==> config.mk <==
export PLATFORM = sky130hd
export DESIGN_NAME = mem_arbiter
export DESIGN_NICKNAME = d
export VERILOG_FILES = /design/src/rtl/mem_arbiter_pkg.sv /design/src/rtl/mem_arbiter_arb_prio.sv /design/src/rtl/mem_arbiter.sv
export SDC_FILE = /design/constraint.sdc
export NUM_CORES = 1
export LEC_CHECK = 0
export ABC_CLOCK_PERIOD_IN_PS = 7900
export CAP_MARGIN = 30
export CORE_ASPECT_RATIO = 1.4
export CORE_MARGIN = 5
export CORE_UTILIZATION = 30
export CTS_BUF_LIST = sky130_fd_sc_hd__clkbuf_4 sky130_fd_sc_hd__clkbuf_8 sky130_fd_sc_hd__clkbuf_16
export DETAILED_ROUTE_END_ITERATION = 8
export GPL_ROUTABILITY_DRIVEN = 0
export PLACE_DENSITY = 0.74
export SKIP_LAST_GASP = 1
export SYNTH_ARGS = -nofsm -noshare
export SYNTH_HDL_FRONTEND = slang
export SYNTH_SLANG_ARGS = --single-unit
export TNS_END_PERCENT = 5
==> constraint.sdc <==
create_clock -name clock -period 7.9 [get_ports clock]
set_input_delay 1.185 -clock clock [delete_from_list [all_inputs] [get_ports clock]]
set_output_delay 1.185 -clock clock [all_outputs]
set_load 0.02 [all_outputs]
==> src/rtl/mem_arbiter_pkg.sv <==
// Shared definitions for the instruction/data memory arbiter: owner FSM encoding,
// grant vector type, default starvation limit and a saturating-increment helper.
package mem_arbiter_pkg;

    typedef enum logic [1:0] {
        IDLE  = 2'd0,
        OWN_I = 2'd1,
        OWN_D = 2'd2
    } owner_state_e;

    typedef struct packed {
        logic i;
        logic d;
    } grant_t;

    localparam int STARVE_LIMIT_DEFAULT = 4;
    localparam int STAT_WIDTH           = 32;

    function automatic logic [STAT_WIDTH-1:0] sat_inc(input logic [STAT_WIDTH-1:0] v);
        return (&v) ? v : v + 32'd1;
    endfunction

endpackage

==> src/rtl/mem_arbiter_arb_prio.sv <==
// Priority decision for the shared RAM port: data wins conflicts until the
// instruction side has lost STARVE_LIMIT conflicts in a row.
module arb_prio
    import mem_arbiter_pkg::*;
#(
    parameter int STARVE_LIMIT = STARVE_LIMIT_DEFAULT
) (
    input  logic   clock,
    input  logic   reset,
    input  logic   i_req,
    input  logic   d_req,
    output grant_t gnt
);

    localparam logic [3:0] LIMIT = 4'(STARVE_LIMIT);

    logic [3:0] starve_cnt_q;
    logic [3:0] starve_cnt_d;
    logic       force_i;

    always_comb begin
        force_i = (starve_cnt_q >= LIMIT);
        gnt     = '0;
        if (!reset) begin
            gnt.i = i_req & (~d_req | force_i);
            gnt.d = d_req & ~gnt.i;
        end

        // Only a conflict the instruction side loses moves the counter up.
        starve_cnt_d = starve_cnt_q;
        if (gnt.i) begin
            starve_cnt_d = '0;
        end else if (i_req && d_req && !reset && (starve_cnt_q < LIMIT)) begin
            starve_cnt_d = starve_cnt_q + 4'd1;
        end
    end

    always_ff @(posedge clock or posedge reset) begin
        if (reset) begin
            starve_cnt_q <= '0;
        end else begin
            starve_cnt_q <= starve_cnt_d;
        end
    end

endmodule

==> src/rtl/mem_arbiter.sv <==
// Two-master arbiter onto a single combinational-read RAM port with registered
// read responses. Define MEM_ARB_STATS_EN to enable the grant/conflict counters.
module mem_arbiter
    import mem_arbiter_pkg::*;
#(
    parameter int DATA_WIDTH   = 32,
    parameter int ADDR_WIDTH   = 16,
    parameter int STARVE_LIMIT = STARVE_LIMIT_DEFAULT
) (
    input  logic                  clock,
    input  logic                  reset,
    input  logic                  i_req,
    input  logic [ADDR_WIDTH-1:0] i_addr,
    output logic                  i_gnt,
    output logic                  i_rvalid,
    output logic [DATA_WIDTH-1:0] i_rdata,
    input  logic                  d_req,
    input  logic                  d_we,
    input  logic [ADDR_WIDTH-1:0] d_addr,
    input  logic [DATA_WIDTH-1:0] d_wdata,
    output logic                  d_gnt,
    output logic                  d_rvalid,
    output logic [DATA_WIDTH-1:0] d_rdata,
    output logic [ADDR_WIDTH-1:0] ram_addr,
    output logic                  ram_wEn,
    output logic [DATA_WIDTH-1:0] ram_wdata,
    input  logic [DATA_WIDTH-1:0] ram_rdata,
    output logic [STAT_WIDTH-1:0] stat_i_grants,
    output logic [STAT_WIDTH-1:0] stat_d_grants,
    output logic [STAT_WIDTH-1:0] stat_conflicts
);

    grant_t gnt;

    owner_state_e          state_q, state_d;
    logic [DATA_WIDTH-1:0] i_rdata_q, i_rdata_d;
    logic [DATA_WIDTH-1:0] d_rdata_q, d_rdata_d;

    arb_prio #(
        .STARVE_LIMIT(STARVE_LIMIT)
    ) u_arb_prio (
        .clock (clock),
        .reset (reset),
        .i_req (i_req),
        .d_req (d_req),
        .gnt   (gnt)
    );

    assign i_gnt     = gnt.i;
    assign d_gnt     = gnt.d;
    assign ram_wEn   = d_gnt & d_we;
    assign ram_wdata = d_wdata;

    always_comb begin
        ram_addr = '0;
        if (i_gnt) begin
            ram_addr = i_addr;
        end else if (d_gnt) begin
            ram_addr = d_addr;
        end
    end

    // The state remembers who owned the port last cycle, which is exactly who gets rvalid now.
    always_comb begin
        state_d   = IDLE;
        i_rdata_d = i_rdata_q;
        d_rdata_d = d_rdata_q;
        if (i_gnt) begin
            state_d   = OWN_I;
            i_rdata_d = ram_rdata;
        end else if (d_gnt && !d_we) begin
            state_d   = OWN_D;
            d_rdata_d = ram_rdata;
        end
    end

    always_ff @(posedge clock or posedge reset) begin
        if (reset) begin
            state_q   <= IDLE;
            i_rdata_q <= '0;
            d_rdata_q <= '0;
        end else begin
            state_q   <= state_d;
            i_rdata_q <= i_rdata_d;
            d_rdata_q <= d_rdata_d;
        end
    end

    assign i_rvalid = (state_q == OWN_I);
    assign d_rvalid = (state_q == OWN_D);
    assign i_rdata  = i_rdata_q;
    assign d_rdata  = d_rdata_q;

`ifdef MEM_ARB_STATS_EN
    logic [STAT_WIDTH-1:0] stat_i_q, stat_i_d;
    logic [STAT_WIDTH-1:0] stat_d_q, stat_d_d;
    logic [STAT_WIDTH-1:0] stat_c_q, stat_c_d;

    always_comb begin
        stat_i_d = i_gnt ? sat_inc(stat_i_q) : stat_i_q;
        stat_d_d = d_gnt ? sat_inc(stat_d_q) : stat_d_q;
        stat_c_d = (i_req && d_req && !reset) ? sat_inc(stat_c_q) : stat_c_q;
    end

    always_ff @(posedge clock or posedge reset) begin
        if (reset) begin
            stat_i_q <= '0;
            stat_d_q <= '0;
            stat_c_q <= '0;
        end else begin
            stat_i_q <= stat_i_d;
            stat_d_q <= stat_d_d;
            stat_c_q <= stat_c_d;
        end
    end

    assign stat_i_grants  = stat_i_q;
    assign stat_d_grants  = stat_d_q;
    assign stat_conflicts = stat_c_q;
`else
    assign stat_i_grants  = '0;
    assign stat_d_grants  = '0;
    assign stat_conflicts = '0;
`endif

endmodule

==> qor.csv <==
stage;metric;value;unit
pwr;powerDensity;267;nW/µm²
synthesis;syn_avg_cell_area;12.7;µm²
setup_path;reg2reg_slack;5.74;ns
cells_and_area;drive_gt1_frac;0.205;
placed_design;dpl.hpwl;7.99;mm
die;die_h;146;µm
sta;drv_slew;0;
drt;drc;0;
die;die_x;107;µm
synthesis;ys_seq_area_frac;0.442;
setup_path;critPathKind;in2out;
sta;fin_crit_sh;0.648;
synthesis;synthFlopType;dfrtp_1;
clock_tree;cts_setup_buffers;0;
drt;drt-wirelength-per-cell;16.6;µm
synthesis;synth-seq-cells;70;
sta;worst_slew_pin_slew;0.896;ns
drt;detail-route-antenna-nets;0;
die;rows;49;
min_path;min_to;u_arb_prio.starve_cnt_q[1]$_DFFE_PP0P_;
cells_and_area;final_common_cell;clkdlybuf4s50_1;
cells_and_area;fin_util;0.414;
synthesis;syn_area;3970;µm²
setup_path;rr_worst_depth;4;
sta;setup_violations;0;
min_path;min_from;u_arb_prio.starve_cnt_q[1]$_DFFE_PP0P_;
synthesis;synth-edff-count;0;
clock_tree;clkTransAtPathRegs;0.06;ns
sta;fmax;0.195;GHz
min_path;hold_class;reg2reg;
drt;routed_wl;10.2;mm
outcome;status;completed;
drt;vias_per_cell;4.02;
synthesis;syn_inst;312;
drt;vias;2486;
cells_and_area;final_cell_mix;153 x clkdlybuf4s50_1, 96 x conb_1, 70 x dfrtp_1, 32 x mux2_4, 32 x mux2_2;
sta;slew_headroom;0.403;
drt;dr.pass1.iters;3;
cells_and_area;num-fill-cells;1213;
clock_tree;clk_path_buf_depth;2;
sta;setup_tns;0;ns
clock_tree;htree_levels;3;
clock_tree;clk_latency;0.33;ns
min_path;hold_depth;2;
clock_tree;cts_tree;done;
grt;grt_overflow;0;
die;core;12900;µm²
pwr;power;1.43;mW
grt;grt_pass1_vias;2785;
setup_path;r2r-end;i_rdata[29]$_DFFE_PP0P_;
cells_and_area;nNetsFinal;537;
clock_tree;cts_root_buf;clkbuf_16;
grt;grt_first_pass_wirelength;15.3;mm
cells_and_area;diodes;0;
pwr;peakVddDrop;0.138;mV
grt;antenna_found_initial;0;
sta;skew;0.00667;ns
die;floorplan.initialDensity;0.307;
setup_path;cp_max_fo;71;
clock_tree;hold_buffers;0;
setup_path;required;6.71;ns
synthesis;synthArstFlopShare;1.00;
synthesis;synth_warnings;0;
synthesis;ys_types;25;
sta;rsz0062_at_grt;false;
setup_path;arrival;3.93;ns
pwr;leakagePower;2.40;nW
drt;drt_iter0_drc;24;
sta;period_minus_slack;5.12;ns
grt;track_usage;0.128;
clock_tree;cts.sinks;70;
placed_design;portBuffers;153;
clock_tree;cts_resized;0;
cells_and_area;syn_to_final_growth;35.0;%
die;num_io_pins;314;
setup_path;startpoint_type;input pin;
job;max_cap_viol_count;0;
clock_tree;numCtsBuffers;9;
sta;hold_viol_final;0;
setup_path;r2r-start;u_arb_prio.starve_cnt_q[2]$_DFFE_PP0P_;
die;die_area;15700;µm²
grt;grt_max_degree;72;
setup_path;cp-end-kind;output port;
==> synth_stat cells (2+ instances only) <==
cell type / number / area share
dfrtp_1: 70 / 0.44
and2_1: 2 / 0.0032
buf_4: 128 / 0.24
buf_6: 9 / 0.026
nor2b_1: 3 / 0.0047
mux2_2: 32 / 0.091
a22o_1: 16 / 0.035
mux2_4: 32 / 0.12
nand2_1: 4 / 0.0038
==> how the worst max path moves through the flow <==
| stage | startpoint | end | slack (ns) |
|---|---|---|---|
| 2_1_floorplan | reset | ram_wEn | 3.20 |
| 3_3_place_gp | reset | ram_addr[6] | 2.77 |
| 3_5_place_dp | reset | ram_addr[10] | 2.67 |
| 4_1_cts | reset | ram_addr[8] | 2.68 |
| 5_1_grt | reset | ram_addr[0] | 2.47 |
| 6_report | reset | ram_addr[7] | 2.78 |
==> state kept, by name (all words and copies together) (netlist names) <==
name                     flops
i_rdata                     32
d_rdata                     32
u_arb_prio.starve_cnt_q      4
state_q                      2
==> final cells by class <==
cell class | instances | area [µm²] | area share
clock inverters | 7 | 103 | 0.0192
multi-input cells | 197 | 1500 | 0.280
inverters | 2 | 7.51 | 0.00140
clock buffers | 9 | 225 | 0.0421
flip-flops and latches | 70 | 1750 | 0.327
well taps | 178 | 223 | 0.0416
repair buffers | 155 | 1550 | 0.289
==> logic make-up after synthesis <==
family / after synthesis / synth area share
AND/OR/NAND/NOR: 17 / 0.0312
multiplexers: 64 / 0.212
adder cells (fa/ha/maj): 1 / 0.00315
flip-flops: 70 / 0.442
AO/OA/AOI/OAI: 19 / 0.0401
buffers and inverters: 140 / 0.271
other: 1 / 0.000945
==> report_power, final <==
part / internal (mW) / switching [mW] / total (mW)
clock network: 0.280 / 0.165 / 0.445
registers: 0.438 / 0.0473 / 0.486
logic: 0.258 / 0.239 / 0.497
==> critical path: stages <==
cell and delay, ns:
clkdlybuf4s50_1 0.48, inv_2 0.07, buf_4 0.68, and3_1 0.66
a22o_1 0.23, clkdlybuf4s50_1 0.61
==> per-layer routing <==
layer / track usage / share of wire
met1: 0.115 / 0.30
met2: 0.232 / 0.53
met3: 0.0455 / 0.11
met4: 0.0909 / 0.066
met5: 0 / 0
==> stage by stage <==
step	setup slack (ns)	area [µm²]	hold WS, ns	cells
floorplan	3.20	4320	0.442	407
global placement	2.77	5020	0.456	602
detailed placement	2.67	5020	0.492	602
CTS	2.68	5350	0.507	618
global route	2.47	5350	0.523	618
finish	2.78	5350	0.493	618
Power figures use the tool's default switching activity.
